==> src/rtl/keypad_scan_pulse_pkg.sv <==
// Shared constants and code construction for the 4x4 keypad scanner.
// Code format is {1'b1, row[1:0], col[1:0]}; 5'h00 means no key.
package keypad_pkg;
    localparam int ROWS = 4;
    localparam int COLS = 4;

    localparam logic [4:0] KEY_NONE = 5'h00;
    localparam logic [4:0] KEY_NEXT = 5'h1e;
    localparam logic [4:0] KEY_SEL  = 5'h1d;

    function automatic logic [4:0] make_code(input logic [1:0] row, input logic [1:0] col);
        return {1'b1, row, col};
    endfunction
endpackage

==> src/rtl/keypad_scan_pulse_if.sv <==
// Keypad pin and key-code bundle between the scanner and its consumers.
interface keypad_scan_pulse_if;
    logic [3:0] key_row;
    logic [3:0] key_col;
    logic [4:0] key;
    logic [4:0] key_pulse;

    modport slave  (input  key_row, output key_col, key, key_pulse);
    modport master (output key_row, input  key_col, key, key_pulse);
endinterface

==> src/rtl/keypad_scan_pulse_debounce.sv <==
// Frame-rate debouncer: commits a code after DEBOUNCE_CNT identical frames
// and emits a single-clock pulse for each newly committed non-zero code.
module key_debounce
    import keypad_pkg::*;
#(
    parameter int DEBOUNCE_CNT = 4
) (
    input  logic       clk,
    input  logic       rst,
    input  logic       i_frame_valid,
    input  logic [4:0] i_raw_code,
    output logic [4:0] o_key,
    output logic [4:0] o_key_pulse
);
    localparam int CW = $clog2(DEBOUNCE_CNT + 1);

    logic [4:0]    r_candidate;
    logic [CW-1:0] r_stable_cnt;
    logic [4:0]    r_key;
    logic [4:0]    r_key_pulse;

    logic          w_changed;
    logic [CW-1:0] w_cnt_nxt;
    logic          w_commit;

    // The candidate always follows raw_code, so commit compares raw_code directly.
    always_comb begin
        w_changed = (i_raw_code != r_candidate);
        w_cnt_nxt = r_stable_cnt;
        if (w_changed)
            w_cnt_nxt = CW'(1);
        else if (r_stable_cnt < CW'(DEBOUNCE_CNT))
            w_cnt_nxt = r_stable_cnt + CW'(1);
        w_commit = i_frame_valid && (w_cnt_nxt == CW'(DEBOUNCE_CNT))
                && (w_changed || (r_stable_cnt != CW'(DEBOUNCE_CNT)))
                && (i_raw_code != r_key);
    end

    always_ff @(posedge clk) begin
        if (!rst) begin
            r_candidate  <= KEY_NONE;
            r_stable_cnt <= '0;
            r_key        <= KEY_NONE;
            r_key_pulse  <= KEY_NONE;
        end else begin
            r_key_pulse <= KEY_NONE;
            if (i_frame_valid) begin
                r_candidate  <= i_raw_code;
                r_stable_cnt <= w_cnt_nxt;
            end
            if (w_commit) begin
                r_key <= i_raw_code;
                if (i_raw_code != KEY_NONE)
                    r_key_pulse <= i_raw_code;
            end
        end
    end

    assign o_key       = r_key;
    assign o_key_pulse = r_key_pulse;
endmodule

==> src/rtl/keypad_scan_pulse.sv <==
// 4x4 keypad column scanner: picks the first closed switch per frame
// (lowest column, then lowest row) and hands it to the debouncer.
module keypad_scan_pulse
    import keypad_pkg::*;
#(
    parameter int SCAN_DIV     = 1000,
    parameter int DEBOUNCE_CNT = 4
) (
    input  logic                clk,
    input  logic                rst,
    keypad_scan_pulse_if.slave  kp
);
    localparam int DW = (SCAN_DIV > 1) ? $clog2(SCAN_DIV) : 1;

    logic [DW-1:0] r_div_cnt;
    logic [1:0]    r_col_idx;
    logic [3:0]    r_key_col;
    logic [4:0]    r_frame_code;
    logic [4:0]    r_raw_code;
    logic          r_frame_valid;

    logic          w_slot_end;
    logic          w_hit;
    logic [1:0]    w_row;
    logic [4:0]    w_sel_code;
    logic [4:0]    w_key;
    logic [4:0]    w_key_pulse;

    // Descending loop so the lowest closed row is the last assignment.
    always_comb begin
        w_slot_end = (r_div_cnt == DW'(SCAN_DIV - 1));
        w_hit      = 1'b0;
        w_row      = 2'd0;
        for (int r = ROWS - 1; r >= 0; r--) begin
            if (!kp.key_row[r]) begin
                w_hit = 1'b1;
                w_row = 2'(r);
            end
        end
        w_sel_code = r_frame_code;
        if (r_frame_code == KEY_NONE && w_hit)
            w_sel_code = make_code(w_row, r_col_idx);
    end

    always_ff @(posedge clk) begin
        if (!rst) begin
            r_div_cnt     <= '0;
            r_col_idx     <= 2'd0;
            r_key_col     <= 4'b1110;
            r_frame_code  <= KEY_NONE;
            r_raw_code    <= KEY_NONE;
            r_frame_valid <= 1'b0;
        end else begin
            r_frame_valid <= 1'b0;
            if (w_slot_end) begin
                r_div_cnt <= '0;
                r_col_idx <= r_col_idx + 2'd1;
                r_key_col <= ~(4'b0001 << (r_col_idx + 2'd1));
                if (r_col_idx == 2'd3) begin
                    r_raw_code    <= w_sel_code;
                    r_frame_code  <= KEY_NONE;
                    r_frame_valid <= 1'b1;
                end else begin
                    r_frame_code <= w_sel_code;
                end
            end else begin
                r_div_cnt <= r_div_cnt + DW'(1);
            end
        end
    end

    key_debounce #(.DEBOUNCE_CNT(DEBOUNCE_CNT)) u_debounce (
        .clk           (clk),
        .rst           (rst),
        .i_frame_valid (r_frame_valid),
        .i_raw_code    (r_raw_code),
        .o_key         (w_key),
        .o_key_pulse   (w_key_pulse)
    );

    assign kp.key_col   = r_key_col;
    assign kp.key       = w_key;
    assign kp.key_pulse = w_key_pulse;
endmodule

==> src/flat_wrapper.sv <==
// flat-port wrapper written by rule: the top's interface ports become plain ports
module keypad_scan_pulse_flat import keypad_pkg::*;
#(
    parameter int SCAN_DIV     = 1000,
    parameter int DEBOUNCE_CNT = 4
)
  (clk, rst, kp_key_row, kp_key_col, kp_key, kp_key_pulse);
  keypad_scan_pulse_if kp_i ();
  input  logic clk;
  input  logic rst;
  input wire logic [$bits(kp_i.key_row)-1:0] kp_key_row;
  output wire logic [$bits(kp_i.key_col)-1:0] kp_key_col;
  output wire logic [$bits(kp_i.key)-1:0] kp_key;
  output wire logic [$bits(kp_i.key_pulse)-1:0] kp_key_pulse;
  assign kp_i.key_row = kp_key_row;
  assign kp_key_col = kp_i.key_col;
  assign kp_key = kp_i.key;
  assign kp_key_pulse = kp_i.key_pulse;
  keypad_scan_pulse #(.SCAN_DIV(SCAN_DIV), .DEBOUNCE_CNT(DEBOUNCE_CNT)) u_core (.clk(clk), .rst(rst), .kp(kp_i));
endmodule
==> config.mk <==
export PLATFORM = sky130hd
export DESIGN_NAME = keypad_scan_pulse_flat
export DESIGN_NICKNAME = d
export VERILOG_FILES = /design/src/rtl/keypad_scan_pulse_pkg.sv /design/src/rtl/keypad_scan_pulse_if.sv /design/src/rtl/keypad_scan_pulse_debounce.sv /design/src/rtl/keypad_scan_pulse.sv /design/src/flat_wrapper.sv
export SDC_FILE = /design/constraint.sdc
export NUM_CORES = 1
export LEC_CHECK = 0
export CORE_AREA = 2 2 58 60
export CTS_BUF_LIST = sky130_fd_sc_hd__clkbuf_2
export DETAILED_ROUTE_END_ITERATION = 8
export DIE_AREA = 0 0 60 62
export DONT_BUFFER_PORTS = 1
export PLACE_DENSITY_LB_ADDON = 0.15
export SLEW_MARGIN = 20
export SYNTH_ARGS = -nofsm -noshare
export SYNTH_HDL_FRONTEND = slang
export SYNTH_SLANG_ARGS = --single-unit
export TNS_END_PERCENT = 10
==> constraint.sdc <==
create_clock -name clk -period 2.1 [get_ports clk]
set_input_delay 0.21 -clock clk [delete_from_list [all_inputs] [get_ports clk]]
set_output_delay 0.21 -clock clk [all_outputs]
set_load 0.02 [all_outputs]
==> report_table.html, run 1 <==
<table>
<tr><th>Metric</th><th>Value</th></tr>
<tr><th colspan="2">Pwr</th></tr>
<tr><td>Power density over the cells</td><td>582 nW/um^2</td></tr>
<tr><td>Net switching share of the total power</td><td>23.0%</td></tr>
<tr><td>Combinational fraction of design power</td><td>2.6%</td></tr>
<tr><td>Reported leakage power</td><td>0.835 nW</td></tr>
<tr><td>Pint</td><td>945 uW</td></tr>
<tr><td>Clock Power Share</td><td>27.0%</td></tr>
<tr><td>Part of the total power dissipated in sequential elements</td><td>approximately 70%</td></tr>
<tr><td>Net switching power of the design</td><td>283 uW</td></tr>
<tr><td>Maximum ir drop on the vdd rail</td><td>0.470 mV</td></tr>
<tr><th colspan="2">Cells and area</th></tr>
<tr><td>Area delta synth-&gt;final</td><td>7.66%</td></tr>
<tr><td>Nets</td><td>around 240</td></tr>
<tr><td>Number of antenna cells inserted</td><td>0</td></tr>
<tr><td>Number of fillers in the final layout</td><td>273</td></tr>
<tr><td>Fraction of layout cells with a size suffix above 1</td><td>a little under a tenth</td></tr>
<tr><th colspan="2">Drt</th></tr>
<tr><td>Post-DRT Antenna Nets</td><td>0</td></tr>
<tr><td>DR vias</td><td>1553</td></tr>
<tr><td>DRT Wirelength</td><td>about 3.8 mm</td></tr>
<tr><td>Initial detailed-routing violation count</td><td>~110</td></tr>
<tr><td>Number of vias per cell</td><td>roughly 5.6</td></tr>
<tr><td>Number of detailed-routing iterations run before antenna repair</td><td>4</td></tr>
<tr><td>Average routed wire per standard cell</td><td>13.7 um</td></tr>
<tr><td>DR DRC count</td><td>0</td></tr>
<tr><th colspan="2">Clock tree</th></tr>
<tr><td>Deepest clock path buffer count</td><td>2</td></tr>
<tr><td>Master cell of the clock root buffer</td><td>clkbuf_2</td></tr>
<tr><td>Skew-Pair Late Insertion Delay</td><td>0.40 ns</td></tr>
<tr><td>Sink count of the clock tree</td><td>45</td></tr>
<tr><td>Post-CTS Setup Bufs</td><td>0</td></tr>
<tr><td>TritonCTS clock tree</td><td>done</td></tr>
<tr><td>CTS clock-pin slew for the worst setup and hold paths</td><td>0.20 ns</td></tr>
<tr><td>Number of H-tree levels</td><td>2</td></tr>
<tr><td>Total clock buffers created by CTS</td><td>5</td></tr>
<tr><th colspan="2">Synth</th></tr>
<tr><td>Number of enable-type register cells in the synthesized netlist</td><td>0</td></tr>
<tr><td>Main area contributors after synthesis</td><td>dfxtp_1 (46%), nor2_1 (5.6%), ha_1 (5.1%)</td></tr>
<tr><td>Share of synthesized flip-flops with an asynchronous set or reset</td><td>0%</td></tr>
<tr><td>Distinct cell type count after synthesis</td><td>40</td></tr>
<tr><td>Net count after synthesis</td><td>232</td></tr>
<tr><td>Top cells by instance count after synthesis</td><td>dfxtp_1 (45), nor2_1 (29), nand2_1 (20), a21oi_1 (16), xnor2_1 (11)</td></tr>
<tr><td>Yosys Warn Count</td><td>0</td></tr>
<tr><td>Area fraction of the dominant cell type after synthesis</td><td>45.9%</td></tr>
<tr><td>Sequential-to-total area share from yosys stat</td><td>45.9%</td></tr>
<tr><td>Cell with the most instances after synthesis</td><td>dfxtp_1</td></tr>
<tr><td>Average instance area after synthesis</td><td>roughly 9 um^2</td></tr>
<tr><td>Seq cells post-synth</td><td>45</td></tr>
<tr><td>Main flop type after synthesis</td><td>dfxtp_1</td></tr>
<tr><td>Synth area leader</td><td>dfxtp_1</td></tr>
<tr><td>Number of instances in the synthesized netlist</td><td>~220</td></tr>
<tr><td>Cell area after technology mapping</td><td>1960 um^2</td></tr>
<tr><th colspan="2">Die</th></tr>
<tr><td>Die area</td><td>approximately 3700 um^2</td></tr>
<tr><td>Die Span Y</td><td>62 um</td></tr>
<tr><td>Die width</td><td>~60 um</td></tr>
<tr><td>Total number of placement rows</td><td>21</td></tr>
<tr><td>I/O pin count</td><td>20</td></tr>
<tr><td>Area of the core</td><td>3180 um^2</td></tr>
<tr><td>Effective utilization at floorplan</td><td>61.7%</td></tr>
<tr><th colspan="2">Timing</th></tr>
<tr><td>Slew at the pin closest to its max-slew limit</td><td>0.407 ns</td></tr>
<tr><td>Number of hold violations in the final report</td><td>0</td></tr>
<tr><td>Worst hold-check slack</td><td>between 0.03 and 0.04 ns</td></tr>
<tr><td>Final setup violation count</td><td>0</td></tr>
<tr><td>Total negative setup slack</td><td>0 ns</td></tr>
<tr><td>Final min period</td><td>approximately 1.8 ns</td></tr>
<tr><td>Final number of max-transition violations</td><td>0</td></tr>
<tr><td>Final clock period utilization by the worst path</td><td>87.0%</td></tr>
<tr><td>Fmax</td><td>0.548 GHz</td></tr>
<tr><td>Worst max-slew margin expressed relative to the limit</td><td>roughly 72%</td></tr>
<tr><td>Final Skew</td><td>0.0141 ns</td></tr>
<tr><td>Unrepaired setup endpoints after global routing</td><td>false</td></tr>
<tr><th colspan="2">Run status</th></tr>
<tr><td>Result of the run</td><td>completed</td></tr>
<tr><th colspan="2">GRT</th></tr>
<tr><td>Antenna violations before repair</td><td>0</td></tr>
<tr><td>Pin count of the biggest net entering global routing</td><td>21</td></tr>
<tr><td>Congestion Overflow GR</td><td>0</td></tr>
<tr><td>Total global-route track usage</td><td>23.5%</td></tr>
<tr><td>Vias in the first global route</td><td>1481</td></tr>
<tr><td>Wire length of the first global-routing pass</td><td>6.44 mm</td></tr>
<tr><th colspan="2">Setup path</th></tr>
<tr><td>Cell breakdown of the critical path</td><td>inv_1, ha_1, nor4b_1, a21oi_1, or2_2, o31ai_1, a21oi_1</td></tr>
<tr><td>Critical path class</td><td>flop to flop</td></tr>
<tr><td>Setup crit end kind</td><td>flop</td></tr>
<tr><td>CP top delay family</td><td>simple AND/OR/NAND/NOR gates</td></tr>
<tr><td>Crit path buffers/inverters</td><td>1</td></tr>
<tr><td>Critical path arrival</td><td>2.13 ns</td></tr>
<tr><td>Data required time at the worst endpoint</td><td>2.41 ns</td></tr>
<tr><td>Dominant cell type by count on the critical path</td><td>a21oi_1</td></tr>
<tr><td>Largest driver fanout on the critical path</td><td>6</td></tr>
<tr><td>Max incr delay on CP</td><td>0.44 ns</td></tr>
<tr><td>Slowest cell on the critical path</td><td>dfxtp_1</td></tr>
<tr><td>Element type at the critical path start</td><td>flop</td></tr>
<tr><th colspan="2">Placed design</th></tr>
<tr><td>DP HPWL</td><td>2.84 mm</td></tr>
<tr><td>Number of buffer cells added on primary ports</td><td>0</td></tr>
<tr><td>Final Wtd Congestion</td><td>0.863</td></tr>
<tr><th colspan="2">Flow run</th></tr>
<tr><td>Max-cap viol count</td><td>0</td></tr>
<tr><th colspan="2">Hold path</th></tr>
<tr><td>Class of the worst hold path</td><td>primary input to flop</td></tr>
</table>
-- per-layer routing --
layer	global-route usage (%)	vias to the layer above	part of all wire (%)
met4	12.1	0	3.5
met1	25.5	724	41
li1	-	783	-
met2	42.7	35	51
met3	5.80	11	3.8
met5	0	-	0
-- sequential cells by signal (all words and copies together), names as in the netlist --
register / cells
u_core.r_div_cnt: 10
u_core.u_debounce.r_candidate: 5
u_core.r_frame_valid: 1
u_core.r_raw_code: 5
u_core.r_frame_code: 5
u_core.r_col_idx: 2
u_core.kp.key_col: 4
u_core.u_debounce.o_key_pulse: 5
u_core.u_debounce.r_stable_cnt: 3
u_core.u_debounce.o_key: 5
-- worst register-to-register path, delay by kind of cell (launching register included) --
| kind | cells | cell delay, ns |
|---|---|---|
| AO/OA/AOI/OAI | 3 | 0.42 |
| adder cells (fa/ha/maj) | 1 | 0.19 |
| buffers and inverters | 1 | 0.08 |
| flip-flops | 1 | 0.44 |
| AND/OR/NAND/NOR | 2 | 0.61 |
-- what timing repair did --
action                                 4_1_cts  5_1_grt
resized for setup                            0        0
endpoints found under the hold margin       13        2
hold buffers                                 1        1
-- cell usage in the layout, fill, tap and decap left out, types with 2 or more instances in the layout --
master,n
dfxtp_1,45
nor2_1,29
nand2_1,20
a21oi_1,16
xnor2_1,11
buf_4,10
inv_1,8
o21ai_0,8
ha_1,8
nand4_1,7
and3_1,7
xor2_1,6
nand3_1,5
mux2i_1,5
o31ai_1,5
clkbuf_2,5
or3_1,3
o211ai_1,3
and2_1,2
and4_1,2
nor3_1,2
nor3_2,2
clkinv_1,2
dlygate4sd3_1,2
-- power by group through the flow --
stage	Sequential [mW]	Clock [mW]	Combinational (mW)
global placement	0.881	0	0.0259
finish	0.864	0.332	0.0317
floorplan	0.881	0	0.0221
global route	0.866	0.382	0.0370
detailed placement	0.881	0	0.0263
CTS	0.865	0.344	0.0306
-- final timing paths --
check / from / endpoint / slack, ns / cells past startpoint
worst min-delay path: kp_key_row[0] / u_core.r_raw_code[2] / 0.04 / 2
worst min register to register: u_core.r_div_cnt[0] / u_core.r_div_cnt[0] / 0.47 / 1
worst max register to register: u_core.u_debounce.r_stable_cnt[0] / u_core.u_debounce.o_key[3] / 0.27 / 7
worst max-delay path: u_core.u_debounce.r_stable_cnt[0] / u_core.u_debounce.o_key[3] / 0.27 / 7
-- stage by stage --
stage | instances | total power, mW | area (um^2) | utilization [%] | setup WS (ns)
6_report | 276 | 1.23 | 2110 | 66.4 | 0.274
5_1_grt | 276 | 1.29 | 2110 | 66.4 | 0.136
4_1_cts | 275 | 1.24 | 2100 | 66.1 | 0.273
3_5_place_dp | 266 | 0.908 | 2050 | 64.6 | 0.297
3_3_place_gp | 266 | 0.907 | 2050 | 64.6 | 0.408
2_1_floorplan | 218 | 0.903 | 1960 | - | 0.360
-- kinds of logic after synthesis --
| kind of cell | share of synthesized area (%) |
|---|---|
| adder cells (fa/ha/maj) | 5.11 |
| flip-flops | 45.9 |
| multiplexers | 2.55 |
| buffers and inverters | 3.57 |
| AND/OR/NAND/NOR | 22.8 |
| XOR/XNOR | 7.59 |
| AO/OA/AOI/OAI | 12.4 |
-- final cells by class --
| cell class | instances | area [um^2] | share of cell area (%) |
|---|---|---|---|
| Inverter | 8 | 30.0 | 1.42 |
| Clock buffer | 5 | 25.0 | 1.19 |
| Timing Repair Buffer | 12 | 95.1 | 4.51 |
| Multi-Input combinational cell | 157 | 990 | 46.9 |
| Sequential cell | 45 | 901 | 42.7 |
| Tap cell | 46 | 57.6 | 2.73 |
| Clock inverter | 3 | 12.5 | 0.593 |
Note: power is estimated with default switching activity, not from simulation.
==> run 2: changes to the inputs <==
CTS_CLUSTER_SIZE = 24   (was default)
==> results of run 2 <==
The final DEF is identical to that of run 1; final timing and power are the same.
==> run 3: changes to the inputs <==
ABC_AREA = 1   (was default)
CORE_AREA = 2 2 59 61   (was 2 2 58 60)
DIE_AREA = 0 0 61 63   (was 0 0 60 62)
==> report_table.html, run 3 <==
<table>
<tr><th>Metric</th><th>Value</th></tr>
<tr><th colspan="2">Run status</th></tr>
<tr><td>Result of the run</td><td>completed</td></tr>
<tr><th colspan="2">Pwr</th></tr>
<tr><td>Overall power consumption</td><td>1.25 mW (+1.7%)</td></tr>
<tr><td>Reported leakage power</td><td>0.915 nW (+9.6%)</td></tr>
<tr><td>Maximum ir drop on the vdd rail</td><td>0.382 mV (-19%)</td></tr>
<tr><td>Clock Power Share</td><td>28.1% (+1.1 points)</td></tr>
<tr><td>Net switching share of the total power</td><td>24.0% (+0.97 points)</td></tr>
<tr><td>Combinational fraction of design power</td><td>2.7% (about the same)</td></tr>
<tr><td>Net switching power of the design</td><td>300 uW (+6.0%)</td></tr>
<tr><td>Part of the total power dissipated in sequential elements</td><td>69.2% (-1.2 points)</td></tr>
<tr><td>Pint</td><td>950 uW (+0.45%)</td></tr>
<tr><td>Power density over the cells</td><td>599 nW/um^2 (+3.0%)</td></tr>
<tr><th colspan="2">Synth</th></tr>
<tr><td>Yosys Warn Count</td><td>0 (unchanged)</td></tr>
<tr><td>Seq cells post-synth</td><td>45 (unchanged)</td></tr>
<tr><td>Number of instances in the synthesized netlist</td><td>263 (+21%)</td></tr>
<tr><td>Distinct cell type count after synthesis</td><td>26 (-35%)</td></tr>
<tr><td>Top cells by instance count after synthesis</td><td>nand2_1 (51), dfxtp_1 (45), inv_1 (39), nor2_1 (24), o21ai_0 (24)</td></tr>
<tr><td>Synth area leader</td><td>dfxtp_1</td></tr>
<tr><td>Cell with the most instances after synthesis</td><td>nand2_1</td></tr>
<tr><td>Net count after synthesis</td><td>277 (+19%)</td></tr>
<tr><td>Number of enable-type register cells in the synthesized netlist</td><td>0 (unchanged)</td></tr>
<tr><td>Sequential-to-total area share from yosys stat</td><td>45.5% (-0.49 points)</td></tr>
<tr><td>Cell area after technology mapping</td><td>1980 um^2 (+1.1%)</td></tr>
<tr><td>Main flop type after synthesis</td><td>dfxtp_1</td></tr>
<tr><td>Area fraction of the dominant cell type after synthesis</td><td>45.5% (-0.49 points)</td></tr>
<tr><td>Main area contributors after synthesis</td><td>dfxtp_1 (45%), nand2_1 (9.7%), inv_1 (7.4%)</td></tr>
<tr><td>Average instance area after synthesis</td><td>7.54 um^2 (-16%)</td></tr>
<tr><td>Share of synthesized flip-flops with an asynchronous set or reset</td><td>0% (unchanged)</td></tr>
<tr><th colspan="2">GRT</th></tr>
<tr><td>Antenna violations before repair</td><td>0 (unchanged)</td></tr>
<tr><td>Vias in the first global route</td><td>1357 (-8.4%)</td></tr>
<tr><td>Pin count of the biggest net entering global routing</td><td>25 (+19%)</td></tr>
<tr><td>Total global-route track usage</td><td>20.0% (-3.6 points)</td></tr>
<tr><td>Gr busiest metal</td><td>met1</td></tr>
<tr><td>Wire length of the first global-routing pass</td><td>5.85 mm (-9.2%)</td></tr>
<tr><td>GR Layer Usage met1</td><td>29.3% (+3.9 points)</td></tr>
<tr><td>Met2 routing resource usage after global routing</td><td>27.8% (-15 points)</td></tr>
<tr><td>Fraction of met3 tracks used by global routing</td><td>4.76% (-1.0 points)</td></tr>
<tr><td>Congestion Overflow GR</td><td>0 (unchanged)</td></tr>
<tr><th colspan="2">Drt</th></tr>
<tr><td>Post-DRT Antenna Nets</td><td>0 (unchanged)</td></tr>
<tr><td>DR vias</td><td>1605 (+3.3%)</td></tr>
<tr><td>DR DRC count</td><td>0 (unchanged)</td></tr>
<tr><td>Average routed wire per standard cell</td><td>10.7 um (-22%)</td></tr>
<tr><td>DRT Wirelength</td><td>3.38 mm (-11%)</td></tr>
<tr><td>Number of detailed-routing iterations run before antenna repair</td><td>4 (unchanged)</td></tr>
<tr><td>Initial detailed-routing violation count</td><td>78 (-26%)</td></tr>
<tr><td>Number of vias per cell</td><td>5.10 (-9.4%)</td></tr>
<tr><th colspan="2">Timing</th></tr>
<tr><td>Fmax</td><td>0.590 GHz (+7.8%)</td></tr>
<tr><td>Worst max-slew margin expressed relative to the limit</td><td>44.8% (-28 points)</td></tr>
<tr><td>Unrepaired setup endpoints after global routing</td><td>false</td></tr>
<tr><td>Total negative setup slack</td><td>0 ns (unchanged)</td></tr>
<tr><td>Final setup violation count</td><td>0 (unchanged)</td></tr>
<tr><td>Slew at the pin closest to its max-slew limit</td><td>0.825 ns (+0.417 ns)</td></tr>
<tr><td>Final Skew</td><td>0.0137 ns (-0.000431 ns)</td></tr>
<tr><td>Final min period</td><td>1.69 ns (-0.132 ns)</td></tr>
<tr><td>Final number of max-transition violations</td><td>0 (unchanged)</td></tr>
<tr><td>Number of hold violations in the final report</td><td>0 (unchanged)</td></tr>
<tr><td>Final clock period utilization by the worst path</td><td>80.7% (-6.3 points)</td></tr>
<tr><th colspan="2">Cells and area</th></tr>
<tr><td>Register with the most flip-flops</td><td>u_core.r_div_cnt</td></tr>
<tr><td>Number of antenna cells inserted</td><td>0 (unchanged)</td></tr>
<tr><td>Highest-count cells in the layout ignoring fill and taps</td><td>nand2_1 (51), dfxtp_1 (45), inv_1 (39), nor2_1 (24), o21ai_0 (24)</td></tr>
<tr><td>Fraction of layout cells with a size suffix above 1</td><td>7.81% (-1.8 points)</td></tr>
<tr><td>Nets</td><td>282 (+16%)</td></tr>
<tr><td>Leading cell type in the layout, fill and taps excluded</td><td>nand2_1</td></tr>
<tr><td>Area delta synth-&gt;final</td><td>5.18%</td></tr>
<tr><td>Design Area, Final</td><td>2080 um^2 (-1.2%)</td></tr>
<tr><td>Flip-flop count of the largest register after layout</td><td>10 (unchanged)</td></tr>
<tr><td>Number of fillers in the final layout</td><td>320 (+17%)</td></tr>
<tr><th colspan="2">Setup path</th></tr>
<tr><td>Crit path launch</td><td>u_core.r_div_cnt[0]</td></tr>
<tr><td>Launch instance of the worst register-to-register path</td><td>u_core.r_div_cnt[0]</td></tr>
<tr><td>Reg2Reg Depth</td><td>7 (unchanged)</td></tr>
<tr><td>Setup crit end kind</td><td>flop</td></tr>
<tr><td>Critical R2R Capture</td><td>u_core.kp.key_col[0]</td></tr>
<tr><td>Critical path arrival</td><td>2.04 ns (-0.09 ns)</td></tr>
<tr><td>Crit path buffers/inverters</td><td>1 (unchanged)</td></tr>
<tr><td>Critical path class</td><td>flop to flop</td></tr>
<tr><td>Cell breakdown of the critical path</td><td>ha_1, nand2_1, nor2_1, nand3_2, inv_1, o21ai_0, a21oi_1</td></tr>
<tr><td>Internal reg-to-reg setup slack</td><td>0.41 ns (+0.13 ns)</td></tr>
<tr><td>Count of cell instances traversed by the critical path</td><td>7 (unchanged)</td></tr>
<tr><td>Element type at the critical path start</td><td>flop</td></tr>
<tr><td>Slowest cell on the critical path</td><td>dfxtp_1</td></tr>
<tr><td>Max incr delay on CP</td><td>0.42 ns (-0.02 ns)</td></tr>
<tr><td>Largest driver fanout on the critical path</td><td>14 (+8)</td></tr>
<tr><td>CP top delay family</td><td>simple AND/OR/NAND/NOR gates</td></tr>
<tr><td>Data required time at the worst endpoint</td><td>2.45 ns (+0.04 ns)</td></tr>
<tr><th colspan="2">Clock tree</th></tr>
<tr><td>CTS clock-pin slew for the worst setup and hold paths</td><td>0.22 ns (+0.02 ns)</td></tr>
<tr><td>TritonCTS clock tree</td><td>done</td></tr>
<tr><td>Total clock buffers created by CTS</td><td>5 (unchanged)</td></tr>
<tr><td>Post-CTS Setup Bufs</td><td>0 (unchanged)</td></tr>
<tr><td>Skew-Pair Late Insertion Delay</td><td>0.40 ns (about the same)</td></tr>
<tr><td>Number of H-tree levels</td><td>2 (unchanged)</td></tr>
<tr><td>Deepest clock path buffer count</td><td>2 (unchanged)</td></tr>
<tr><td>Sink count of the clock tree</td><td>45 (unchanged)</td></tr>
<tr><td>Count of cells resized by post-cts repair</td><td>0 (unchanged)</td></tr>
<tr><td>Master cell of the clock root buffer</td><td>clkbuf_2</td></tr>
<tr><th colspan="2">Die</th></tr>
<tr><td>Die Span Y</td><td>63 um (+1.6%)</td></tr>
<tr><td>Effective utilization at floorplan</td><td>61.3% (-0.34 points)</td></tr>
<tr><td>Area of the core</td><td>3230 um^2 (+1.7%)</td></tr>
<tr><td>Die area</td><td>3840 um^2 (+3.3%)</td></tr>
<tr><td>Total number of placement rows</td><td>21 (unchanged)</td></tr>
<tr><td>Die width</td><td>61 um (+1.7%)</td></tr>
<tr><td>I/O pin count</td><td>20 (unchanged)</td></tr>
<tr><th colspan="2">Hold path</th></tr>
<tr><td>Hold EP</td><td>u_core.r_frame_valid</td></tr>
<tr><td>Class of the worst hold path</td><td>primary input to flop</td></tr>
<tr><td>Hold Path Depth</td><td>2 (unchanged)</td></tr>
<tr><td>Worst Min Path Start</td><td>rst</td></tr>
<tr><th colspan="2">Placed design</th></tr>
<tr><td>Number of buffer cells added on primary ports</td><td>0 (unchanged)</td></tr>
<tr><td>Final Wtd Congestion</td><td>0.861 (-0.20%)</td></tr>
<tr><td>DP HPWL</td><td>2.52 mm (-11%)</td></tr>
<tr><td>Placed cell areas</td><td>2020 um^2 (-1.5%)</td></tr>
<tr><th colspan="2">Flow run</th></tr>
<tr><td>Max-cap viol count</td><td>0 (unchanged)</td></tr>
</table>
==> run 3: cell count changes in the layout (fill, tap and decap cells not counted), sizes merged, moves of 6 or more <==
cell | previous run | this run
inv | 8 | 44
nand2 | 20 | 53
o21ai | 8 | 24
buf | 10 | 1
xnor2 | 11 | 2
and3 | 7 | 0
nand3 | 5 | 11
==> run 3: layout make-up <==
class                      count  area, um^2  area share, %
clock inverter                 3        17.5          0.840
sequential                    45         901           43.2
tap                           46        57.6           2.76
clock buffer                   5        25.0           1.20
timing repair buffer           3        27.5           1.32
inverter                      44         165           7.92
multi-input combinational    169         891           42.7
==> run 3: worst max path at each step <==
stage	slack [ns]	endpoint
2_1_floorplan	0.73	u_core.u_debounce.o_key[3]
3_3_place_gp	0.51	u_core.r_raw_code[4]
3_5_place_dp	0.43	u_core.r_raw_code[4]
4_1_cts	0.41	u_core.r_raw_code[4]
5_1_grt	0.16	u_core.kp.key_col[0]
6_report	0.41	u_core.kp.key_col[0]
==> run 3: worst reg2reg max path: stages (launching register included) <==
cell and delay (ns):
dfxtp_1 0.42, ha_1 0.18, nand2_1 0.10, nor2_1 0.15
nand3_2 0.26, inv_1 0.28, o21ai_0 0.10, a21oi_1 0.16
==> run 3: layer usage <==
layer	wire (um)	share of wire (%)
met4	57	1.7
met3	126	3.7
met2	1440	43
met5	0	0
met1	1760	52
==> run 3: power by group through the flow <==
stage               combinational [mW]  clock [mW]  sequential (mW)
floorplan                       0.0277           0            0.881
detailed placement              0.0250           0            0.881
finish                          0.0341       0.351            0.865
global placement                0.0246           0            0.881
global route                    0.0403       0.390            0.866
CTS                             0.0329       0.366            0.865
==> run 3: logic make-up (layout without fill, tap and decap cells) <==
logic type / count (synthesis) / in the layout / synth area share [%]
buffers and inverters: 49 / 55 / 9.60
DFF: 45 / 45 / 45.5
xor gates and xnor gates: 3 / 3 / 1.33
and+or+nand+nor: 107 / 107 / 24.6
adders and majority gates: 8 / 8 / 5.05
AOI/OAI and AO/OA: 51 / 51 / 14.0
==> run 3: what timing repair did <==
item                                   4_1_cts  5_1_grt
hold buffers                                 1        1
endpoints found under the hold margin       24        1
setup endpoints to repair                    0        0
==> run 3: per-stage QoR <==
| step | instances | hold slack [ns] | utilization, % | setup WS, ns |
|---|---|---|---|---|
| floorplan | 263 | 0.430 | - | 0.728 |
| global placement | 305 | 0.315 | 62.6 | 0.513 |
| detailed placement | 305 | 0.317 | 62.6 | 0.434 |
| CTS | 314 | 0.00970 | 64.2 | 0.409 |
| global route | 315 | 0.0437 | 64.5 | 0.160 |
| finish | 315 | 0.0609 | 64.5 | 0.406 |
